--- src/rtl/fetch_pkg.sv ---
//------------------------------------------------------------------------------
// Module   : fetch_pkg
// Purpose  : Shared types and constants for the instruction-fetch stage.
//            Holds the fetch FSM state encoding, the opcode field position
//            within an instruction word and the default bus widths.
// Revision : 1.0 - initial release
//------------------------------------------------------------------------------
`default_nettype none

package fetch_pkg;

  // Default widths (modules take these as parameter defaults)
  localparam int ADDR_W   = 12;
  localparam int INSTR_W  = 19;
  localparam int OFFSET_W = 8;

  // Opcode occupies the top six bits of the instruction word
  localparam int OPCODE_W   = 6;
  localparam int OPCODE_MSB = INSTR_W - 1;
  localparam int OPCODE_LSB = INSTR_W - OPCODE_W;

  typedef enum logic [1:0] {
    FETCH  = 2'd0,
    ISSUE  = 2'd1,
    HALTED = 2'd2
  } fetch_state_t;

endpackage : fetch_pkg

`default_nettype wire

--- src/rtl/fetch_unit_if.sv ---
//------------------------------------------------------------------------------
// Module   : fetch_unit_if
// Purpose  : Instruction-memory request/acknowledge bus.
// Ports    : imem_req   - fetch request, held until acknowledged
//            imem_addr  - fetch address
//            imem_ack   - one-cycle acknowledge, imem_rdata valid with it
//            imem_rdata - fetched instruction word
// Modports : master (fetch stage), slave (instruction memory)
// Revision : 1.0 - initial release
//------------------------------------------------------------------------------
`default_nettype none

interface fetch_unit_if #(
  parameter int ADDR_W  = fetch_pkg::ADDR_W,
  parameter int INSTR_W = fetch_pkg::INSTR_W
);

  logic               imem_req;
  logic [ADDR_W-1:0]  imem_addr;
  logic               imem_ack;
  logic [INSTR_W-1:0] imem_rdata;

  modport master (
    output imem_req,
    output imem_addr,
    input  imem_ack,
    input  imem_rdata
  );

  modport slave (
    input  imem_req,
    input  imem_addr,
    output imem_ack,
    output imem_rdata
  );

endinterface : fetch_unit_if

`default_nettype wire

--- src/rtl/next_pc_calc.sv ---
//------------------------------------------------------------------------------
// Module   : next_pc_calc
// Purpose  : Combinational next-PC selection for the fetch stage.
//            Priority const > offset > plus1; a conditional jump that is not
//            taken falls through to pc+1. All arithmetic wraps modulo
//            2^ADDR_W. Flags any select pattern that is not exactly one-hot.
// Ports    : i_pc, i_sel_plus1/offset/const, i_branch_cond, i_jump_const,
//            i_jump_offset (signed) -> o_next_pc, o_sel_illegal
// Revision : 1.0 - initial release
//------------------------------------------------------------------------------
`default_nettype none

module next_pc_calc
  import fetch_pkg::*;
#(
  parameter int ADDR_W   = fetch_pkg::ADDR_W,
  parameter int OFFSET_W = fetch_pkg::OFFSET_W
) (
  input  logic [ADDR_W-1:0]   i_pc,
  input  logic                i_sel_plus1,
  input  logic                i_sel_offset,
  input  logic                i_sel_const,
  input  logic                i_branch_cond,
  input  logic [ADDR_W-1:0]   i_jump_const,
  input  logic [OFFSET_W-1:0] i_jump_offset,
  output logic [ADDR_W-1:0]   o_next_pc,
  output logic                o_sel_illegal
);

  logic [ADDR_W-1:0] w_pc_plus1;
  logic [ADDR_W-1:0] w_offset_ext;
  logic [ADDR_W-1:0] w_pc_branch;
  logic [2:0]        w_sels;

  assign w_pc_plus1   = i_pc + ADDR_W'(1);
  assign w_offset_ext = {{(ADDR_W-OFFSET_W){i_jump_offset[OFFSET_W-1]}}, i_jump_offset};
  assign w_pc_branch  = i_pc + w_offset_ext;

  always_comb begin
    o_next_pc = w_pc_plus1;
    if (i_sel_const) begin
      o_next_pc = i_jump_const;
    end else if (i_sel_offset && i_branch_cond) begin
      o_next_pc = w_pc_branch;
    end
  end

  // Exactly one select must be high; x & (x-1) clears the lowest set bit,
  // so a non-zero result means more than one select was asserted.
  assign w_sels        = {i_sel_const, i_sel_offset, i_sel_plus1};
  assign o_sel_illegal = (w_sels == 3'b000) || ((w_sels & (w_sels - 3'd1)) != 3'b000);

endmodule : next_pc_calc

`default_nettype wire

--- src/rtl/fetch_unit.sv ---
//------------------------------------------------------------------------------
// Module   : fetch_unit
// Purpose  : Instruction-fetch stage. Holds the PC, fetches over a req/ack
//            bus, latches the word into the instruction register and, when
//            execute retires it, advances the PC and counts retirements.
// Ports    : clk, rst_n (async, active low)
//            imem                 - instruction-memory bus (master side)
//            instr, opcode        - instruction register and its opcode field
//            instr_valid, pc      - issued-instruction flag and its address
//            exec_done, sel_PCSrc_*, branch_cond, jump_const, jump_offset,
//            halt                 - retire and next-PC controls
//            sel_err, retired_cnt - sticky illegal-select flag, retire count
// Revision : 1.0 - initial release
//------------------------------------------------------------------------------
`default_nettype none

module fetch_unit #(
  parameter int                  ADDR_W   = fetch_pkg::ADDR_W,
  parameter int                  INSTR_W  = fetch_pkg::INSTR_W,
  parameter int                  OFFSET_W = fetch_pkg::OFFSET_W,
  parameter logic [ADDR_W-1:0]   RESET_PC = '0,
  parameter int                  CNT_W    = 16
) (
  input  logic                clk,
  input  logic                rst_n,
  fetch_unit_if.master        imem,
  output logic [INSTR_W-1:0]  instr,
  output logic [5:0]          opcode,
  output logic                instr_valid,
  output logic [ADDR_W-1:0]   pc,
  input  logic                exec_done,
  input  logic                sel_PCSrc_plus1,
  input  logic                sel_PCSrc_offset,
  input  logic                sel_PCSrc_const,
  input  logic                branch_cond,
  input  logic [ADDR_W-1:0]   jump_const,
  input  logic [OFFSET_W-1:0] jump_offset,
  input  logic                halt,
  output logic                sel_err,
  output logic [CNT_W-1:0]    retired_cnt
);

  import fetch_pkg::*;

  fetch_state_t       r_state, w_state_nxt;
  logic [ADDR_W-1:0]  r_pc, w_pc_nxt;
  logic [INSTR_W-1:0] r_instr, w_instr_nxt;
  logic               r_valid, w_valid_nxt;
  logic               r_req, w_req_nxt;
  logic               r_err, w_err_nxt;
  logic [CNT_W-1:0]   r_cnt, w_cnt_nxt;
  logic [ADDR_W-1:0]  w_next_pc;
  logic               w_sel_illegal;

  next_pc_calc #(
    .ADDR_W   (ADDR_W),
    .OFFSET_W (OFFSET_W)
  ) u_next_pc_calc (
    .i_pc          (r_pc),
    .i_sel_plus1   (sel_PCSrc_plus1),
    .i_sel_offset  (sel_PCSrc_offset),
    .i_sel_const   (sel_PCSrc_const),
    .i_branch_cond (branch_cond),
    .i_jump_const  (jump_const),
    .i_jump_offset (jump_offset),
    .o_next_pc     (w_next_pc),
    .o_sel_illegal (w_sel_illegal)
  );

  always_ff @(posedge clk or negedge rst_n) begin
    if (!rst_n) begin
      r_state <= FETCH;
      r_pc    <= RESET_PC;
      r_instr <= '0;
      r_valid <= 1'b0;
      r_req   <= 1'b0;
      r_err   <= 1'b0;
      r_cnt   <= '0;
    end else begin
      r_state <= w_state_nxt;
      r_pc    <= w_pc_nxt;
      r_instr <= w_instr_nxt;
      r_valid <= w_valid_nxt;
      r_req   <= w_req_nxt;
      r_err   <= w_err_nxt;
      r_cnt   <= w_cnt_nxt;
    end
  end

  always_comb begin
    w_state_nxt = r_state;
    w_pc_nxt    = r_pc;
    w_instr_nxt = r_instr;
    w_valid_nxt = r_valid;
    w_req_nxt   = r_req;
    w_err_nxt   = r_err;
    w_cnt_nxt   = r_cnt;
    case (r_state)
      FETCH: begin
        // Only an ack to an outstanding request is accepted; this also
        // drops a stray ack in the first cycle after reset release.
        if (r_req && imem.imem_ack) begin
          w_instr_nxt = imem.imem_rdata;
          w_valid_nxt = 1'b1;
          w_req_nxt   = 1'b0;
          w_state_nxt = ISSUE;
        end else begin
          w_req_nxt = 1'b1;
        end
      end
      ISSUE: begin
        if (exec_done) begin
          w_pc_nxt    = w_next_pc;
          w_valid_nxt = 1'b0;
          w_cnt_nxt   = r_cnt + CNT_W'(1);
          w_err_nxt   = r_err | w_sel_illegal;
          // Raise the request together with the new PC so imem_addr is
          // already correct in the first request cycle.
          if (halt) begin
            w_state_nxt = HALTED;
            w_req_nxt   = 1'b0;
          end else begin
            w_state_nxt = FETCH;
            w_req_nxt   = 1'b1;
          end
        end
      end
      HALTED: begin
        w_req_nxt   = 1'b0;
        w_valid_nxt = 1'b0;
      end
      default: begin
        w_state_nxt = FETCH;
        w_req_nxt   = 1'b0;
        w_valid_nxt = 1'b0;
      end
    endcase
  end

  assign imem.imem_req  = r_req;
  assign imem.imem_addr = r_pc;
  assign instr          = r_instr;
  assign opcode         = r_instr[INSTR_W-1 -: OPCODE_W];
  assign instr_valid    = r_valid;
  assign pc             = r_pc;
  assign sel_err        = r_err;
  assign retired_cnt    = r_cnt;

endmodule : fetch_unit

`default_nettype wire

--- src/flat_wrapper.sv ---
// flat-port wrapper written by rule: the top's interface ports become plain ports
module fetch_unit_flat import fetch_pkg::*;
#(
  parameter int                  ADDR_W   = fetch_pkg::ADDR_W,
  parameter int                  INSTR_W  = fetch_pkg::INSTR_W,
  parameter int                  OFFSET_W = fetch_pkg::OFFSET_W,
  parameter logic [ADDR_W-1:0]   RESET_PC = '0,
  parameter int                  CNT_W    = 16
)
  (clk, rst_n, instr, opcode, instr_valid, pc, exec_done, sel_PCSrc_plus1, sel_PCSrc_offset, sel_PCSrc_const, branch_cond, jump_const, jump_offset, halt, sel_err, retired_cnt, imem_imem_req, imem_imem_addr, imem_imem_ack, imem_imem_rdata);
  fetch_unit_if #(.ADDR_W(ADDR_W), .INSTR_W(INSTR_W)) imem_i ();
  input  logic clk;
  input  logic rst_n;
  output logic [INSTR_W-1:0] instr;
  output logic [5:0] opcode;
  output logic instr_valid;
  output logic [ADDR_W-1:0] pc;
  input  logic exec_done;
  input  logic sel_PCSrc_plus1;
  input  logic sel_PCSrc_offset;
  input  logic sel_PCSrc_const;
  input  logic branch_cond;
  input  logic [ADDR_W-1:0] jump_const;
  input  logic [OFFSET_W-1:0] jump_offset;
  input  logic halt;
  output logic sel_err;
  output logic [CNT_W-1:0] retired_cnt;
  output wire logic [$bits(imem_i.imem_req)-1:0] imem_imem_req;
  output wire logic [$bits(imem_i.imem_addr)-1:0] imem_imem_addr;
  input wire logic [$bits(imem_i.imem_ack)-1:0] imem_imem_ack;
  input wire logic [$bits(imem_i.imem_rdata)-1:0] imem_imem_rdata;
  assign imem_imem_req = imem_i.imem_req;
  assign imem_imem_addr = imem_i.imem_addr;
  assign imem_i.imem_ack = imem_imem_ack;
  assign imem_i.imem_rdata = imem_imem_rdata;
  fetch_unit #(.ADDR_W(ADDR_W), .INSTR_W(INSTR_W), .OFFSET_W(OFFSET_W), .RESET_PC(RESET_PC), .CNT_W(CNT_W)) u_core (.clk(clk), .rst_n(rst_n), .imem(imem_i), .instr(instr), .opcode(opcode), .instr_valid(instr_valid), .pc(pc), .exec_done(exec_done), .sel_PCSrc_plus1(sel_PCSrc_plus1), .sel_PCSrc_offset(sel_PCSrc_offset), .sel_PCSrc_const(sel_PCSrc_const), .branch_cond(branch_cond), .jump_const(jump_const), .jump_offset(jump_offset), .halt(halt), .sel_err(sel_err), .retired_cnt(retired_cnt));
endmodule
--- config.mk ---
export PLATFORM = sky130hd
export DESIGN_NAME = fetch_unit_flat
export DESIGN_NICKNAME = d
export VERILOG_FILES = /design/src/rtl/fetch_pkg.sv /design/src/rtl/fetch_unit_if.sv /design/src/rtl/next_pc_calc.sv /design/src/rtl/fetch_unit.sv /design/src/flat_wrapper.sv
export SDC_FILE = /design/constraint.sdc
export NUM_CORES = 1
export LEC_CHECK = 0
export CAP_MARGIN = 0
export CELL_PAD_IN_SITES_DETAIL_PLACEMENT = 1
export CELL_PAD_IN_SITES_GLOBAL_PLACEMENT = 1
export CORE_ASPECT_RATIO = 1.1
export CORE_MARGIN = 2
export CORE_UTILIZATION = 36
export CTS_BUF_LIST = sky130_fd_sc_hd__clkbuf_16
export CTS_CLUSTER_SIZE = 28
export DETAILED_ROUTE_END_ITERATION = 12
export GPL_TIMING_DRIVEN = 1
export PLACE_DENSITY = 0.83
export SETUP_SLACK_MARGIN = 0.05
export SYNTH_ARGS = -nofsm -noshare
export SYNTH_HDL_FRONTEND = slang
export SYNTH_HIERARCHICAL = 1
export SYNTH_SLANG_ARGS = --single-unit
--- constraint.sdc ---
create_clock -name clk -period 4.8 [get_ports clk]
set_input_delay 0.72 -clock clk [delete_from_list [all_inputs] [get_ports clk]]
set_output_delay 0.72 -clock clk [all_outputs]
set_load 0.05 [all_outputs]
Yosys cells after proc, flatten, opt, wreduce, memory -nomap -nowiden. Index checks and enable logic that the tools add are counted.

Word-level logic and storage cells: 41. Input bits: 48. Register bits after elaboration: 52. Output and inout bits: 68.

Equality and inequality tests: 4. Mux-type cells: 13. Add/subtract/negate cells: 4. Reduce and logical (&&, ||, !) cells: 10. Bitwise gates (word level): 3.

Operator list (count): 12-bit 2-to-1 mux (2); 16-bit by 1-bit adder with 16-bit output (second input constant) (1); 12-bit by 1-bit adder with 12-bit output (second input constant) (1); 12-bit adder (1); 2-bit 2-to-1 mux (3); 2-bit case mux with 3 select lines (1); 2-bit AND reduction (3); 1-bit 2-to-1 mux (5); 1-bit case mux with 2 select lines (2); 3-bit AND (1); 3-bit logical NOT (1); 3-bit AND reduction (1); 3-bit nonzero test (1); 3-bit by 1-bit subtractor with 3-bit output (second input constant) (1); 2-bit by 1-bit == test with 1-bit output (second input constant) (1); 2-bit == test (second input constant) (1); 1-bit logical AND (2); 2-bit logical NOT (1); 2-bit by 1-bit != test with 1-bit output (second input constant) (1); 2-bit != test (second input constant) (1); 1-bit logical OR (1); 1-bit inverter (1); 1-bit bitwise OR (1).

Longest topological paths before layout.
Word-level depth: 5. Mapped depth: 12.

Cells and area by module. Netlist, hierarchy kept.

By module, submodules not included: fetch_unit (area an instance 2223.4 sq um, sequential area each 1301.2 sq um, cells an instance 189, instances 1); next_pc_calc (area an instance 850.8 sq um, sequential area each 0.0 sq um, cells an instance 122, instances 1).

Least setup slack after synthesis. Ideal clock, no wire load.

Path type: input port to flip-flop. Start point: input port sel_PCSrc_offset. End point: register u_core.r_pc[8] (netlist: u_core/imem.imem_addr[8]). Data arrival time: 2.583 ns. Data required time: 4.682 ns. Library setup time: 0.118 ns. Path buffers: 1. Path slack: 2.099 ns. Stages: 12. Path through: clkbuf_1 > nand3b_1 > ha_1 > inv_1 > fa_1 > nor2b_1 > o31ai_2 > a2111oi_4 > nor2_1 > a211o_1 > nand2_1 > nand2_1.

Longest elaborated chain between the ends: 3.

RTL lines: from (decl) (line flat_wrapper.sv:20) `input logic sel_PCSrc_offset;`; 1-bit logical AND (line next_pc_calc.sv:43) `end else if (i_sel_offset && i_branch_cond) begin`; 12-bit 2-to-1 mux (line next_pc_calc.sv:43); 12-bit 2-to-1 mux (line next_pc_calc.sv:41) `if (i_sel_const) begin`; via u_core.w_next_pc[8] (line fetch_unit.sv:52) `logic [ADDR_W-1:0] w_next_pc;`; to (signal assigned) (line fetch_unit.sv:81) `r_pc <= w_pc_nxt;`; to (decl) (line fetch_unit.sv:46) `logic [ADDR_W-1:0] r_pc, w_pc_nxt;`.

The timed path passes the listed nets, and every way through them passes these cells. A chain may end at the register's enable or synchronous reset.

Final worst setup path.
Start point: input port sel_PCSrc_offset. End point: register u_core.r_pc[10] (netlist: u_core/imem.imem_addr[10]).

The elaborated chain is that of the path after synthesis.

==> results.json <==
{
  "cts_resized": 0,
  "netlist_area_mm2": 0.00307,
  "crit_type": "in2reg",
  "ioPinCount": 116,
  "p_sw_share_pct": 51.6,
  "drtIter0Drc": 74,
  "final_nets": 464,
  "arrival_ns": 3.42,
  "async_flop_share_pct": 100,
  "crit_path_end_kind": "flop",
  "period_share_pct": 66.5,
  "cpMaxStageDelayCell": "clkdlybuf4s50_1",
  "fp.dieH_um": 101,
  "insertion_delay_ns": 0.29,
  "timing.hold.worst.class": "reg2reg",
  "hpwl_um": 6550,
  "htree_levels": 2,
  "r2r_slack_ns": 2.42,
  "maxSlewHeadroom_pct": 37.4,
  "rsz0062_at_grt": "no",
  "syn_nets": 368,
  "antenna_found_initial": 0,
  "numCtsBuffers": 5,
  "crit_family": "compound AO/OA/AOI/OAI gates",
  "p_switching_mw": 1.50,
  "num-fill-cells": 957,
  "clock-sinks": 52,
  "synth_area_leaders": "dfrtp_1, nand2_1, mux2_1",
  "die_x_um": 92.1,
  "startpoint": "sel_PCSrc_offset",
  "syn_to_final_growth_pct": 40.4,
  "finalHoldViolCount": 0,
  "power.total_mw": 2.91,
  "power_frac_seq_pct": 26.5,
  "status": "completed",
  "min-delay-start": "u_core/sel_err",
  "crit_fanout": 13,
  "cts_root_buf": "clkbuf_16",
  "drv_cap": 0,
  "slowest_delay_ns": 0.63,
  "dr.pass1.iters": 4,
  "cts_setup_buffers": 0,
  "p_comb_share_pct": 61.5,
  "cts_hold_buffers": 0,
  "rows": 35,
  "portBuffers": 115,
  "p_int_mw": 1.41,
  "die_area_mm2": 0.00930,
  "setup_viol": 0,
  "syn-instance-count": 311,
  "track_usage_pct": 18.9,
  "antenna_cells": 0,
  "clock_path_buffers": 2,
  "path_cells": "clkdlybuf4s50_1, nand3b_1, ha_1, inv_1, fa_1, nor2b_1, o31ai_2, a2111oi_4, nand2_1, o311ai_1, nand2_1, nand2_1",
  "ys_ff_latch": 52,
  "yosys_most_used_dff": "dfrtp_1",
  "crit_required_ns": 5.03,
  "fin_area_mm2": 0.00432,
  "core_area_mm2": 0.00832,
  "initial_utilization_pct": 36.9,
  "vias": 2626,
  "clk_pin_slew_worst_paths_ns": 0.07,
  "worst_path_most_repeated_cell": "nand2_1",
  "place.gp.congestion": 0.836,
  "place_area_mm2": 0.00418,
  "synth_edf_count": 0,
  "tightest_slew_ns": 0.938,
  "finalSetupTns_ns": 0,
  "ir_drop_v": 0.000290,
  "crit_buf_inv": 2,
  "p_per_area_mw_per_mm2": 675,
  "finClkSkew_ns": 0.00688,
  "drive_gt1_share_pct": 5.88,
  "yosys.area.top_type": "dfrtp_1",
  "p_leak_nw": 1.86,
  "fmax_mhz": 313,
  "drc": 0,
  "rr_startpoint": "u_core/imem.imem_addr[0]",
  "final_cell_mix": "clkdlybuf4s50_1, nand2_1, dfrtp_1",
  "maxSlewViolCount": 0,
  "viasPerCell": 5.06,
  "wl_um": 8580,
  "ys_warn_count": 6,
  "seq_area_frac_synth_pct": 42.3,
  "avgSynthCellArea_um2": 9.88,
  "period_minus_slack_ns": 3.19,
  "grt_pass1_wl_um": 14000,
  "synth_top_area_share_pct": 42.3,
  "grt_max_degree": 53,
  "critPathLaunchType": "input port",
  "grt_pass1_vias": 2790,
  "wire_per_inst_um": 16.5,
  "drtAntennaViolNets": 0,
  "cts_tree": "yes",
  "grt_overflow": 0,
  "yosysUniqueCellTypes": 55,
  "layout_commonest_cell": "clkdlybuf4s50_1",
  "p_clk_share_pct": 12.0
}
[flip-flops by register name, summed over array words and instances, names as in the netlist]
| name | cells |
|---|---|
| u_core/r_state | 2 |
| u_core/imem.imem_addr | 12 |
| u_core/imem.imem_req | 1 |
| u_core/sel_err | 1 |
| u_core/instr_valid | 1 |
| u_core/instr | 19 |
| u_core/retired_cnt | 16 |
[worst reg2reg max path, cell delays in order, from the launching register on]
cell	delay, ns
dfrtp_1	0.43
ha_1	0.23
inv_1	0.06
fa_1	0.40
nor2b_1	0.20
o31ai_2	0.13
a2111oi_4	0.39
nand2_1	0.10
o311ai_1	0.24
nand2_1	0.08
nand2_1	0.07
[layout make-up]
type                       instances  area, um2  area share, %
multi-input combinational        220       1530           35.4
sequential                        52       1300           30.1
timing repair buffer             118       1170           27.1
tap                              111        139           3.22
clock buffer                       5        125           2.90
inverter                          10       37.5          0.870
clock inverter                     3       15.0          0.348
[cells in the mapped netlist (all sizes together) (2+ instances only)]
master	n
a21oi	7
nand2	62
o21ai	13
mux2	21
o21a	2
buf	24
nand3b	3
nand3	7
nand4	8
and3	7
clkbuf	5
nor2	15
a211o	2
a21o	4
xnor2	20
dfrtp	52
xor2	5
or3	2
or4	2
o31ai	3
a211oi	2
nor3	2
nand2b	3
inv	10
o211ai	3
ha	8
nor4	5
[cell families (layout without fill, tap and decap cells)]
family                   Yosys count  in the layout  synth area share, %
flip-flops                        52             52                 42.3
multiplexers                      21             21                 7.69
XOR/XNOR                          25             25                 7.37
AO/OA/AOI/OAI                     44             44                 10.4
buffers and inverters             39            136                 7.90
adder cells (fa/ha/maj)            9              9                 3.91
AND/OR/NAND/NOR                  121            121                 20.4
[stage by stage]
stage	cells	util (%)	worst slack, ns	hold slack [ns]
finish	519	51.9	1.61	0.460
global route	519	51.9	1.38	0.481
CTS	519	51.9	1.59	0.461
detailed placement	511	50.2	1.29	0.445
global placement	511	50.2	1.45	0.441
floorplan	311	-	2.10	0.424
[per-layer routing]
layer | wire (um) | global-route usage [%] | vias to the layer above
met5 | 0 | 0 | -
met4 | 57 | 3.56 | 0
met3 | 396 | 3.96 | 6
met2 | 4640 | 35.9 | 69
met1 | 3480 | 22.1 | 1304
li1 | - | - | 1247
[worst paths after layout]
check | cells past startpoint | endpoint
hold / removal | 1 | u_core/sel_err
max in group asynchronous | 2 | u_core/imem.imem_addr[2]
min in group asynchronous | 2 | u_core/imem.imem_addr[3]
hold reg to reg | 1 | u_core/sel_err
setup / recovery | 12 | u_core/imem.imem_addr[10]
setup reg to reg | 10 | u_core/imem.imem_addr[10]
[power groups by stage]
stage / sequential (mW) / clock, mW / combinational, mW
final: 0.773 / 0.350 / 1.79
after global routing: 0.804 / 0.378 / 1.89
after CTS: 0.777 / 0.364 / 1.81
after detailed placement: 0.785 / 0 / 1.80
after global placement: 0.772 / 0 / 1.77
after floorplan: 1.27 / 0 / 0.785
No activity file was read; power rests on OpenSTA's default activity.
